==> config.mk <==
export PLATFORM = sky130hd
export DESIGN_NAME = d_reg_stream_reader_flat
export DESIGN_NICKNAME = d
export VERILOG_FILES = /design/src/rtl/d_reg_stream_reader_pkg.sv /design/src/rtl/d_reg_stream_reader_if.sv /design/src/rtl/d_reg_stream_reader.sv /design/src/flat_wrapper.sv
export SDC_FILE = /design/constraint.sdc
export NUM_CORES = 1
export LEC_CHECK = 0
export ABC_AREA = 1
export CORE_MARGIN = 10
export CORE_UTILIZATION = 28
export CTS_CLUSTER_DIAMETER = 100
export CTS_CLUSTER_SIZE = 24
export DETAILED_ROUTE_END_ITERATION = 10
export PLACE_DENSITY = 0.47
export SLEW_MARGIN = 20
export SYNTH_ARGS = -nofsm -noshare
export SYNTH_HDL_FRONTEND = slang
export SYNTH_SLANG_ARGS = --single-unit
==> constraint.sdc <==
create_clock -name clk -period 12.7 [get_ports clk]
set_clock_uncertainty 0.15 [all_clocks]
set_input_delay 3.81 -clock clk [delete_from_list [all_inputs] [get_ports clk]]
set_output_delay 3.81 -clock clk [all_outputs]
set_load 0.005 [all_outputs]
==> src/rtl/d_reg_stream_reader_pkg.sv <==
// -----------------------------------------------------------------------------
// d_reg_stream_reader_pkg
//   Shared online-division definitions used by the d-register writer and the
//   d-register stream reader: default word geometry, FSM state encoding and a
//   helper that decodes the final-word digit count.
// -----------------------------------------------------------------------------
package d_reg_stream_reader_pkg;

    // Digit slots per stored RAM word and RAM address width.
    localparam int unsigned UNROLLING_DFLT  = 64;
    localparam int unsigned ADDR_WIDTH_DFLT = 7;

    // Width of the final-word length field (0 encodes a full word).
    localparam int unsigned LAST_LEN_W = 7;

    // FSM encoding, kept as plain constants so legacy code can compare against it.
    typedef logic [2:0] state_t;

    localparam state_t StIdle  = 3'd0;
    localparam state_t StFetch = 3'd1;
    localparam state_t StWait  = 3'd2;
    localparam state_t StShift = 3'd3;
    localparam state_t StDone  = 3'd4;

    // Number of valid digits in the final word; a zero length means a full word.
    function automatic int unsigned final_word_digits(input logic [LAST_LEN_W-1:0] len,
                                                      input int unsigned           unrolling);
        if (len == '0) begin
            return unrolling;
        end
        return int'(len);
    endfunction

endpackage

==> src/rtl/d_reg_stream_reader_if.sv <==
// -----------------------------------------------------------------------------
// d_reg_stream_reader_if
//   Bundles the RAM read port and the digit stream of the d-register reader.
//   master : the reader (drives rd_addr and the digit stream, takes RAM data
//            and dig_ready)
//   slave  : the environment (RAM model plus digit consumer)
//   Signals:
//     rd_addr               registered RAM read address
//     d_plus_rd/d_minus_rd  RAM read data, valid one cycle after rd_addr
//     dig_out               {plus,minus} bits of the current digit
//     dig_valid/dig_ready   stream handshake
//     dig_last              current digit is the final one of the job
// -----------------------------------------------------------------------------
interface d_reg_stream_reader_if
    import d_reg_stream_reader_pkg::*;
#(
    parameter int unsigned UNROLLING  = UNROLLING_DFLT,
    parameter int unsigned ADDR_WIDTH = ADDR_WIDTH_DFLT
) ();

    logic [ADDR_WIDTH-1:0] rd_addr;
    logic [UNROLLING-1:0]  d_plus_rd;
    logic [UNROLLING-1:0]  d_minus_rd;
    logic [1:0]            dig_out;
    logic                  dig_valid;
    logic                  dig_ready;
    logic                  dig_last;

    modport master (
        output rd_addr,
        input  d_plus_rd,
        input  d_minus_rd,
        output dig_out,
        output dig_valid,
        input  dig_ready,
        output dig_last
    );

    modport slave (
        input  rd_addr,
        output d_plus_rd,
        output d_minus_rd,
        input  dig_out,
        input  dig_valid,
        output dig_ready,
        input  dig_last
    );

endinterface

==> src/rtl/d_reg_stream_reader.sv <==
// -----------------------------------------------------------------------------
// d_reg_stream_reader
//   Reads a run of signed-digit words (plus/minus bit planes) from the
//   d-register RAM and streams them out one digit per transfer, oldest digit
//   (word MSB) first.
//   Ports:
//     clk         clock, rising edge
//     asyn_reset  asynchronous active-high reset
//     start       one-cycle job request (ignored while busy)
//     base_addr   first RAM word of the job            (sampled on start)
//     word_cnt    number of words to read, 0 = no-op   (sampled on start)
//     last_len    digits in the final word, 0 = full   (sampled on start)
//     busy        job in progress
//     done        one-cycle pulse after the final transfer
//     bus         RAM read port + digit stream (master side)
// -----------------------------------------------------------------------------
module d_reg_stream_reader
    import d_reg_stream_reader_pkg::*;
#(
    parameter int unsigned UNROLLING  = UNROLLING_DFLT,
    parameter int unsigned ADDR_WIDTH = ADDR_WIDTH_DFLT
) (
    input  logic                  clk,
    input  logic                  asyn_reset,
    input  logic                  start,
    input  logic [ADDR_WIDTH-1:0] base_addr,
    input  logic [ADDR_WIDTH-1:0] word_cnt,
    input  logic [LAST_LEN_W-1:0] last_len,
    output logic                  busy,
    output logic                  done,
    d_reg_stream_reader_if.master bus
);

    // Digit counter must hold the value UNROLLING itself.
    localparam int unsigned CNT_W = $clog2(UNROLLING + 1);

    state_t                state_q,      state_d;
    logic [ADDR_WIDTH-1:0] rd_addr_q,    rd_addr_d;
    logic [ADDR_WIDTH-1:0] words_left_q, words_left_d;
    logic [CNT_W-1:0]      last_cnt_q,   last_cnt_d;
    logic [CNT_W-1:0]      cnt_q,        cnt_d;
    logic [UNROLLING-1:0]  plus_sr_q,    plus_sr_d;
    logic [UNROLLING-1:0]  minus_sr_q,   minus_sr_d;

    logic in_shift;
    logic final_word;
    logic xfer;

    assign in_shift   = (state_q == StShift);
    assign final_word = (words_left_q == ADDR_WIDTH'(1));
    assign xfer       = in_shift && bus.dig_ready;

    // -------------------------------------------------------------------------
    // Next-state logic
    // -------------------------------------------------------------------------
    always_comb begin
        state_d      = state_q;
        rd_addr_d    = rd_addr_q;
        words_left_d = words_left_q;
        last_cnt_d   = last_cnt_q;
        cnt_d        = cnt_q;
        plus_sr_d    = plus_sr_q;
        minus_sr_d   = minus_sr_q;

        case (state_q)
            StIdle: begin
                if (start) begin
                    if (word_cnt != '0) begin
                        rd_addr_d    = base_addr;
                        words_left_d = word_cnt;
                        last_cnt_d   = CNT_W'(final_word_digits(last_len, UNROLLING));
                        state_d      = StFetch;
                    end else begin
                        state_d = StDone;
                    end
                end
            end

            // Address is already registered; the RAM answers during StWait.
            StFetch: begin
                state_d = StWait;
            end

            StWait: begin
                plus_sr_d  = bus.d_plus_rd;
                minus_sr_d = bus.d_minus_rd;
                cnt_d      = final_word ? last_cnt_q : CNT_W'(UNROLLING);
                state_d    = StShift;
            end

            StShift: begin
                if (xfer) begin
                    plus_sr_d  = {plus_sr_q[UNROLLING-2:0], 1'b0};
                    minus_sr_d = {minus_sr_q[UNROLLING-2:0], 1'b0};
                    cnt_d      = cnt_q - CNT_W'(1);
                    if (cnt_q == CNT_W'(1)) begin
                        if (final_word) begin
                            state_d = StDone;
                        end else begin
                            // Address wraps naturally at 2^ADDR_WIDTH.
                            rd_addr_d    = rd_addr_q + ADDR_WIDTH'(1);
                            words_left_d = words_left_q - ADDR_WIDTH'(1);
                            state_d      = StFetch;
                        end
                    end
                end
            end

            StDone: begin
                state_d = StIdle;
            end

            default: begin
                state_d = StIdle;
            end
        endcase
    end

    // -------------------------------------------------------------------------
    // State registers
    // -------------------------------------------------------------------------
    always_ff @(posedge clk or posedge asyn_reset) begin
        if (asyn_reset) begin
            state_q      <= StIdle;
            rd_addr_q    <= '0;
            words_left_q <= '0;
            last_cnt_q   <= '0;
            cnt_q        <= '0;
            plus_sr_q    <= '0;
            minus_sr_q   <= '0;
        end else begin
            state_q      <= state_d;
            rd_addr_q    <= rd_addr_d;
            words_left_q <= words_left_d;
            last_cnt_q   <= last_cnt_d;
            cnt_q        <= cnt_d;
            plus_sr_q    <= plus_sr_d;
            minus_sr_q   <= minus_sr_d;
        end
    end

    // -------------------------------------------------------------------------
    // Outputs (decoded from registered state only)
    // -------------------------------------------------------------------------
    assign bus.rd_addr   = rd_addr_q;
    assign bus.dig_valid = in_shift;
    // Gated so stale shift-register contents never appear outside StShift.
    assign bus.dig_out   = in_shift ? {plus_sr_q[UNROLLING-1], minus_sr_q[UNROLLING-1]} : 2'b00;
    assign bus.dig_last  = in_shift && final_word && (cnt_q == CNT_W'(1));
    assign busy          = (state_q != StIdle);
    assign done          = (state_q == StDone);

endmodule

==> src/flat_wrapper.sv <==
// flat-port wrapper written by rule: the top's interface ports become plain ports
module d_reg_stream_reader_flat import d_reg_stream_reader_pkg::*;
#(
    parameter int unsigned UNROLLING  = UNROLLING_DFLT,
    parameter int unsigned ADDR_WIDTH = ADDR_WIDTH_DFLT
)
  (clk, asyn_reset, start, base_addr, word_cnt, last_len, busy, done, bus_rd_addr, bus_d_plus_rd, bus_d_minus_rd, bus_dig_out, bus_dig_valid, bus_dig_ready, bus_dig_last);
  d_reg_stream_reader_if #(.UNROLLING(UNROLLING), .ADDR_WIDTH(ADDR_WIDTH)) bus_i ();
  input  logic clk;
  input  logic asyn_reset;
  input  logic start;
  input  logic [ADDR_WIDTH-1:0] base_addr;
  input  logic [ADDR_WIDTH-1:0] word_cnt;
  input  logic [LAST_LEN_W-1:0] last_len;
  output logic busy;
  output logic done;
  output wire logic [$bits(bus_i.rd_addr)-1:0] bus_rd_addr;
  input wire logic [$bits(bus_i.d_plus_rd)-1:0] bus_d_plus_rd;
  input wire logic [$bits(bus_i.d_minus_rd)-1:0] bus_d_minus_rd;
  output wire logic [$bits(bus_i.dig_out)-1:0] bus_dig_out;
  output wire logic [$bits(bus_i.dig_valid)-1:0] bus_dig_valid;
  input wire logic [$bits(bus_i.dig_ready)-1:0] bus_dig_ready;
  output wire logic [$bits(bus_i.dig_last)-1:0] bus_dig_last;
  assign bus_rd_addr = bus_i.rd_addr;
  assign bus_i.d_plus_rd = bus_d_plus_rd;
  assign bus_i.d_minus_rd = bus_d_minus_rd;
  assign bus_dig_out = bus_i.dig_out;
  assign bus_dig_valid = bus_i.dig_valid;
  assign bus_i.dig_ready = bus_dig_ready;
  assign bus_dig_last = bus_i.dig_last;
  d_reg_stream_reader #(.UNROLLING(UNROLLING), .ADDR_WIDTH(ADDR_WIDTH)) u_core (.clk(clk), .asyn_reset(asyn_reset), .start(start), .base_addr(base_addr), .word_cnt(word_cnt), .last_len(last_len), .busy(busy), .done(done), .bus(bus_i));
endmodule
==> metrics.md, run 1 <==
| Metric | Value |
|---|---|
| Starting density of the core | `28.2%` |
| Nets | `1281` |
| PwrDens | `232 nW/um^2` |
| Fin area | `10200 um^2` |
| Non-Filler Instances | `1517` |
| Grt ovf | `0` |
| CTS Hold Bufs | `0` |
| Hold WC Path Type | `flip-flop to flip-flop` |
| CTS tree | `yes` |
| Crit path max-delay cell type | `clkdlybuf4s50_1` |
| Max-cap viol count | `0` |
| DRT iter0 DRCs | `560` |
| Minimum clock period | `around 7000 ps` |
| I/O Buffers | `165` |
| Placed cell areas | `approximately 9700 um^2` |
| Post-CTS setup-driven buffer insertion count | `0` |
| Leading cell type in the layout, fill and taps excluded | `nand2_1` |
| Post-route setup TNS | `0 ps` |
| Placed cell count | `1482` |
| Outcome | `complete, no violations` |
| Die X | `187 um` |
| Clk Latency, worst-skew pair | `430 ps` |
| Syn nets | `1155` |
| Routed len/inst | `15.6 um` |
| Final hold vios | `0` |
| Avg Cell Area, Syn | `7.82 um^2` |
| Synthesized instance count | `997` |
| R2R Setup Slk | `about 9400 ps` |
| WP buf/inv | `3` |
| CTS root buffer | `clkbuf_16` |
| CP Max Fanout | `73` |
| Final max-slew violation count | `0` |
| I/O pin total | `166` |
| CP required | `8740 ps` |
| TritonRoute pass-1 iters | `7` |
| Number of flops mapped to enable cells by yosys | `0` |
| Clock-pin slew on the worst setup and hold paths | `70 ps` |
| Layout cells sized above 1 | `between 4 and 5%` |
| Top delay family on crit path | `buffers and inverters` |
| Yosys reg bits | `159` |
| Critical path capture point type | `output pin` |
| Predominant post-synthesis flop cell | `dfrtp_1` |
| Drt total wl | `23.7 mm` |
| Hpwl dp | `roughly 15 mm` |
| Leakage | `~4.4 nW` |
| Most frequent cells in the layout | `236 x nand2_1, 226 x o21ai_0, 165 x clkdlybuf4s50_1` |
| Gpl congestion | `0.747` |
| CTS Buf Count | `17` |
| Period utilisation layout | `55.6%` |
| # resized after CTS | `0` |
| Worst Setup Path Type | `flip-flop to output pin` |
| Crit path launch type | `flip-flop` |
| Core ar. | `27600 um^2` |
| Vias in the first global route | `7199` |
| Via density | `4.65` |
| Clock Path Buffers | `2` |
| Count of final setup violators | `0` |
| Vias | `around 7000` |
| Layout area overhead | `31.2%` |
| Fmax | `approximately 0.14 GHz` |
| First-pass GRT wire length | `38.8 mm` |
| Synthesized area | `7790 um^2` |
| Fillers | `2962` |
| CTS sink cnt | `159` |
| Hold Slack | `328 ps` |
| Crit-path max cell delay | `roughly 530 ps` |
| Die Area | `34900 um^2` |
| Ys Warns | `0` |
| WP data arrival | `3100 ps` |
| Unrepaired setup endpoints after global routing | `no` |
| Worst-path cell chain | `nand2_1 -> nor2_4 -> buf_4 -> inv_4 -> nor2_1 -> clkdlybuf4s50_1` |
| DRC | `0` |
| Synth cell types | `30` |
| Ys async rst share | `100%` |
| Peak VDD IR | `a little under 0.09 mV` |
| Initial antenna violation count | `3` |
| Measured slew at the worst slew-check pin | `1030 ps` |
| Post-synthesis sequential area ratio | `51.1%` |
| Rel. slew slack | `31.2%` |
| Largest net degree at the start of global routing | `96` |
| ANT nets after route | `0` |
| Die height | `187 um` |
| GRT Total Usage | `13.4%` |
| Rows | `61` |
| Clock H-tree levels | `4` |
-- per-layer routing --
metal | routed length (um) | track usage, %
met1 | 11900 | 18.9
met2 | 10200 | 20.1
met5 | 32 | 0
met3 | 1380 | 3.58
met4 | 195 | 3.07
-- where the power goes --
group / internal, mW / total (mW) / switching (mW)
clock: 0.263 / 0.501 / 0.238
combinational: 0.357 / 0.973 / 0.615
sequential: 0.758 / 0.895 / 0.138
-- flip-flops by register name, summed over array words and instances, names as in the netlist --
register	count
u_core.state_q	3
u_core.last_cnt_q	7
u_core.bus.rd_addr	7
u_core.words_left_q	7
u_core.plus_sr_q	64
u_core.minus_sr_q	64
u_core.cnt_q	7
-- worst min-delay path, delay by kind of cell (launching register included) --
family / cells / cell delay [ps]
AND/OR/NAND/NOR: 2 / 100
flip-flops: 1 / 350
-- cell families after synthesis --
kind of cell,after synthesis,share of synthesized area [%]
adder cells (fa/ha/maj),5,0.803
AO/OA/AOI/OAI,294,19.9
flip-flops,159,51.1
buffers and inverters,107,6.23
AND/OR/NAND/NOR,431,21.9
XOR/XNOR,1,0.112
-- final cells by class --
class	count	area [um^2]	area share [%]
sequential	159	3980	38.9
multi-input combinational	731	3330	32.6
timing repair buffer	172	1700	16.7
tap	378	473	4.62
clock buffer	18	439	4.29
inverter	42	166	1.63
clock inverter	14	124	1.21
antenna	3	7.51	0.0734
-- cells in the mapped netlist, types with 5 or more instances --
| library cell | n | share of area (%) |
|---|---|---|
| clkbuf_1 | 27 | 1.3 |
| buf_4 | 12 | 1.2 |
| o21ai_0 | 226 | 15 |
| inv_1 | 39 | 1.9 |
| o21ai_1 | 38 | 2.4 |
| dfrtp_1 | 159 | 51 |
| buf_2 | 25 | 1.6 |
| nand3_1 | 30 | 1.9 |
| nor2_1 | 154 | 7.4 |
| o21bai_1 | 15 | 1.4 |
| ha_1 | 5 | 0.80 |
| nand2_1 | 236 | 11 |
-- stage by stage --
step | util (%) | total power [mW] | setup WS [ps]
2_1_floorplan | - | 1.61 | 4450
3_3_place_gp | 34.9 | 1.89 | 6080
3_5_place_dp | 34.9 | 1.90 | 6030
4_1_cts | 37.0 | 2.42 | 5550
5_1_grt | 37.0 | 2.62 | 5330
6_report | 37.0 | 2.37 | 5640
-- worst paths after layout --
check                                     start                     end  cells past startpoint
hold reg to reg            u_core.last_cnt_q[3]    u_core.last_cnt_q[3]                      2
setup reg to reg              u_core.state_q[0]  u_core.words_left_q[6]                      9
setup / recovery              u_core.state_q[0]          bus_dig_out[1]                      6
hold / removal             u_core.last_cnt_q[3]    u_core.last_cnt_q[3]                      2
min in group asynchronous            asyn_reset   u_core.minus_sr_q[63]                      2
max in group asynchronous            asyn_reset  u_core.words_left_q[6]                      3
(Power assumes the default switching activity.)
==> run 2: changes to the inputs <==
--- a/config.mk
+++ b/config.mk
@@ -11,7 +11,7 @@
 export CTS_CLUSTER_DIAMETER = 100
 export CTS_CLUSTER_SIZE = 24
 export DETAILED_ROUTE_END_ITERATION = 10
-export PLACE_DENSITY = 0.47
+export PLACE_DENSITY = 0.49
 export SLEW_MARGIN = 20
 export SYNTH_ARGS = -nofsm -noshare
 export SYNTH_HDL_FRONTEND = slang
==> constraint.sdc (replaced) <==
create_clock -name clk -period 6.4 [get_ports clk]
set_clock_uncertainty 0.15 [all_clocks]
set_input_delay 1.92 -clock clk [delete_from_list [all_inputs] [get_ports clk]]
set_output_delay 1.92 -clock clk [all_outputs]
set_load 0.005 [all_outputs]
==> metrics.md, run 2 (synthesis results as in run 1) <==
| Metric | Value |
|---|---|
| Clk Latency, worst-skew pair | `420 ps (was 430 ps)` |
| DRC | `0 (unchanged)` |
| Sw frac | `41.7% (was 41.8%)` |
| DRT iter0 DRCs | `552 (was 560)` |
| CTS root buffer | `clkbuf_16 (unchanged)` |
| Die X | `187 um (unchanged)` |
| Rel. slew slack | `34.1% (was 31.2%)` |
| CTS Buf Count | `17 (unchanged)` |
| Final hold vios | `0 (unchanged)` |
| PwrDens | `460 nW/um^2 (was 232 nW/um^2)` |
| Placed cell areas | `9680 um^2 (was 9660 um^2)` |
| R2R Path End | `u_core.bus.rd_addr[5] (was u_core.words_left_q[6])` |
| Worst R2R Start | `u_core.state_q[0] (unchanged)` |
| Non-Filler Instances | `1515 (was 1517)` |
| Crit. Startpoint | `u_core.state_q[0] (unchanged)` |
| Outcome | `complete, no violations (unchanged)` |
| Initial antenna violation count | `0 (was 3)` |
| Sw power | `1.96 mW (was 991 uW)` |
| Peak VDD IR | `0.191 mV (was 0.0884 mV)` |
| Rows | `61 (unchanged)` |
| Largest regs | `u_core.minus_sr_q (64), u_core.plus_sr_q (64) (unchanged)` |
| # resized after CTS | `0 (unchanged)` |
| Hold WC Path Type | `flip-flop to flip-flop (unchanged)` |
| Minimum clock period | `roughly 4800 ps` |
| Crit path capture | `bus_dig_last (was bus_dig_out[1])` |
| Measured slew at the worst slew-check pin | `989 ps (was 1030 ps)` |
| Die height | `187 um (unchanged)` |
| Diodes inserted | `0 (was 3)` |
| Fmax | `0.209 GHz` |
| Post-route setup TNS | `0 ps (unchanged)` |
| Vias in the first global route | `7126 (was 7199)` |
| CTS tree | `yes (unchanged)` |
| Critical path capture point type | `output pin (unchanged)` |
| I/O Buffers | `165 (unchanged)` |
| Fin area | `10200 um^2 (about the same)` |
| GRT Total Usage | `13.3% (was 13.4%)` |
| WP data arrival | `2710 ps (was 3100 ps)` |
| Routed len/inst | `15.3 um (was 15.6 um)` |
| Die Area | `34900 um^2 (unchanged)` |
| R2R depth | `9 (unchanged)` |
| Unrepaired setup endpoints after global routing | `no (unchanged)` |
| Fillers | `2928 (was 2962)` |
| Leading cell type in the layout, fill and taps excluded | `nand2_1 (unchanged)` |
| Post-route setup slack | `1620 ps (was 5640 ps)` |
| Worst Setup Path Type | `flip-flop to output pin (unchanged)` |
| Layout area overhead | `31.5% (was 31.2%)` |
| Post-CTS setup-driven buffer insertion count | `0 (unchanged)` |
| CTS sink cnt | `159 (unchanged)` |
| Crit path launch type | `flip-flop (unchanged)` |
| Largest net degree at the start of global routing | `91 (was 96)` |
| Starting density of the core | `28.2% (unchanged)` |
| Pre-CTS setup slack | `1970 ps (was 6030 ps)` |
| ANT nets after route | `0 (unchanged)` |
| Final max-slew violation count | `0 (unchanged)` |
| Grt ovf | `0 (unchanged)` |
| Most frequent cells in the layout | `236 x nand2_1, 226 x o21ai_0, 165 x clkdlybuf4s50_1 (unchanged)` |
| Clock Path Buffers | `2 (unchanged)` |
| CTS Hold Bufs | `0 (unchanged)` |
| Gpl congestion | `0.777 (was 0.747)` |
| Leakage | `4.45 nW (was 4.43 nW)` |
| Nets | `1282 (was 1281)` |
| TritonRoute pass-1 iters | `4 (was 7)` |
| Core ar. | `27600 um^2 (unchanged)` |
| Min-delay src | `u_core.last_cnt_q[3] (unchanged)` |
| Internal | `2.75 mW (was 1.38 mW)` |
| CP Max Fanout | `70 (was 73)` |
| Layout cells sized above 1 | `4.66% (was 4.58%)` |
| R2R Setup Slk | `3320 ps (was 9440 ps)` |
| Count of final setup violators | `0 (unchanged)` |
| Vias | `7029 (was 7048)` |
| Clock H-tree levels | `4 (unchanged)` |
| Drt total wl | `23.2 mm (was 23.7 mm)` |
| Placed cell count | `1483 (was 1482)` |
| I/O pin total | `166 (unchanged)` |
| Clock-pin slew on the worst setup and hold paths | `70 ps (about the same)` |
| First-pass GRT wire length | `38.3 mm (was 38.8 mm)` |
| Period utilisation layout | `74.8%` |
| CP required | `4330 ps (was 8740 ps)` |
| Power share of the clock group | `21.3% (was 21.2%)` |
| Comb power frac | `41.0% (was 41.1%)` |
| Via density | `4.64 (was 4.65)` |
| Sequential share of power | `37.7% (was 37.8%)` |
| Hpwl dp | `14.9 mm (about the same)` |
| Max-cap viol count | `0 (unchanged)` |
-- run 2: routing by layer --
layer / vias up / GRT usage, % / routed length, um
met1: 3338 / 18.8 / 12000
met4: 0 / 2.76 / 118
met3: 7 / 3.50 / 1060
li1: 3521 / - / -
met2: 163 / 19.8 / 10000
met5: - / 0 / 0
-- run 2: worst max-delay path: stages (launching register included) --
cell and delay [ps]:
dfrtp_1 460, nand2_1 130, nor2_4 130, buf_4 570, nand3_1 280, nor2_1 190, clkdlybuf4s50_1 530
-- run 2: how the worst min path moves through the flow --
stage,to,slack [ps],cells after the start
finish,u_core.last_cnt_q[3],330,2
global route,u_core.last_cnt_q[3],340,2
CTS,u_core.last_cnt_q[1],330,2
detailed placement,u_core.last_cnt_q[3],310,2
global placement,u_core.last_cnt_q[3],310,2
floorplan,u_core.last_cnt_q[3],290,2
-- run 2: cell type report --
| class | instances | area (um^2) | share of cell area, % |
|---|---|---|---|
| Tap cell | 378 | 473 | 4.62 |
| Timing Repair Buffer | 173 | 1720 | 16.8 |
| Sequential cell | 159 | 3980 | 38.8 |
| Clock buffer | 19 | 453 | 4.42 |
| Inverter | 42 | 166 | 1.62 |
| Multi-Input combinational cell | 731 | 3330 | 32.5 |
| Clock inverter | 13 | 116 | 1.14 |
-- run 2: power by group through the flow --
stage          logic (mW)  clock network [mW]  registers (mW)
3_3_place_gp         1.95                   0            1.79
2_1_floorplan        1.48                   0            1.72
3_5_place_dp         1.97                   0            1.79
6_report             1.93                1.00            1.78
4_1_cts              1.98                1.03            1.77
5_1_grt              2.26                1.08            1.84
-- run 2: through the flow --
| stage | power, mW | utilization [%] | hold slack (ps) |
|---|---|---|---|
| 6_report | 4.71 | 37.1 | 325 |
| 5_1_grt | 5.19 | 37.1 | 343 |
| 4_1_cts | 4.78 | 37.1 | 328 |
| 3_5_place_dp | 3.76 | 35.0 | 311 |
| 3_3_place_gp | 3.74 | 35.0 | 312 |
| 2_1_floorplan | 3.20 | - | 292 |
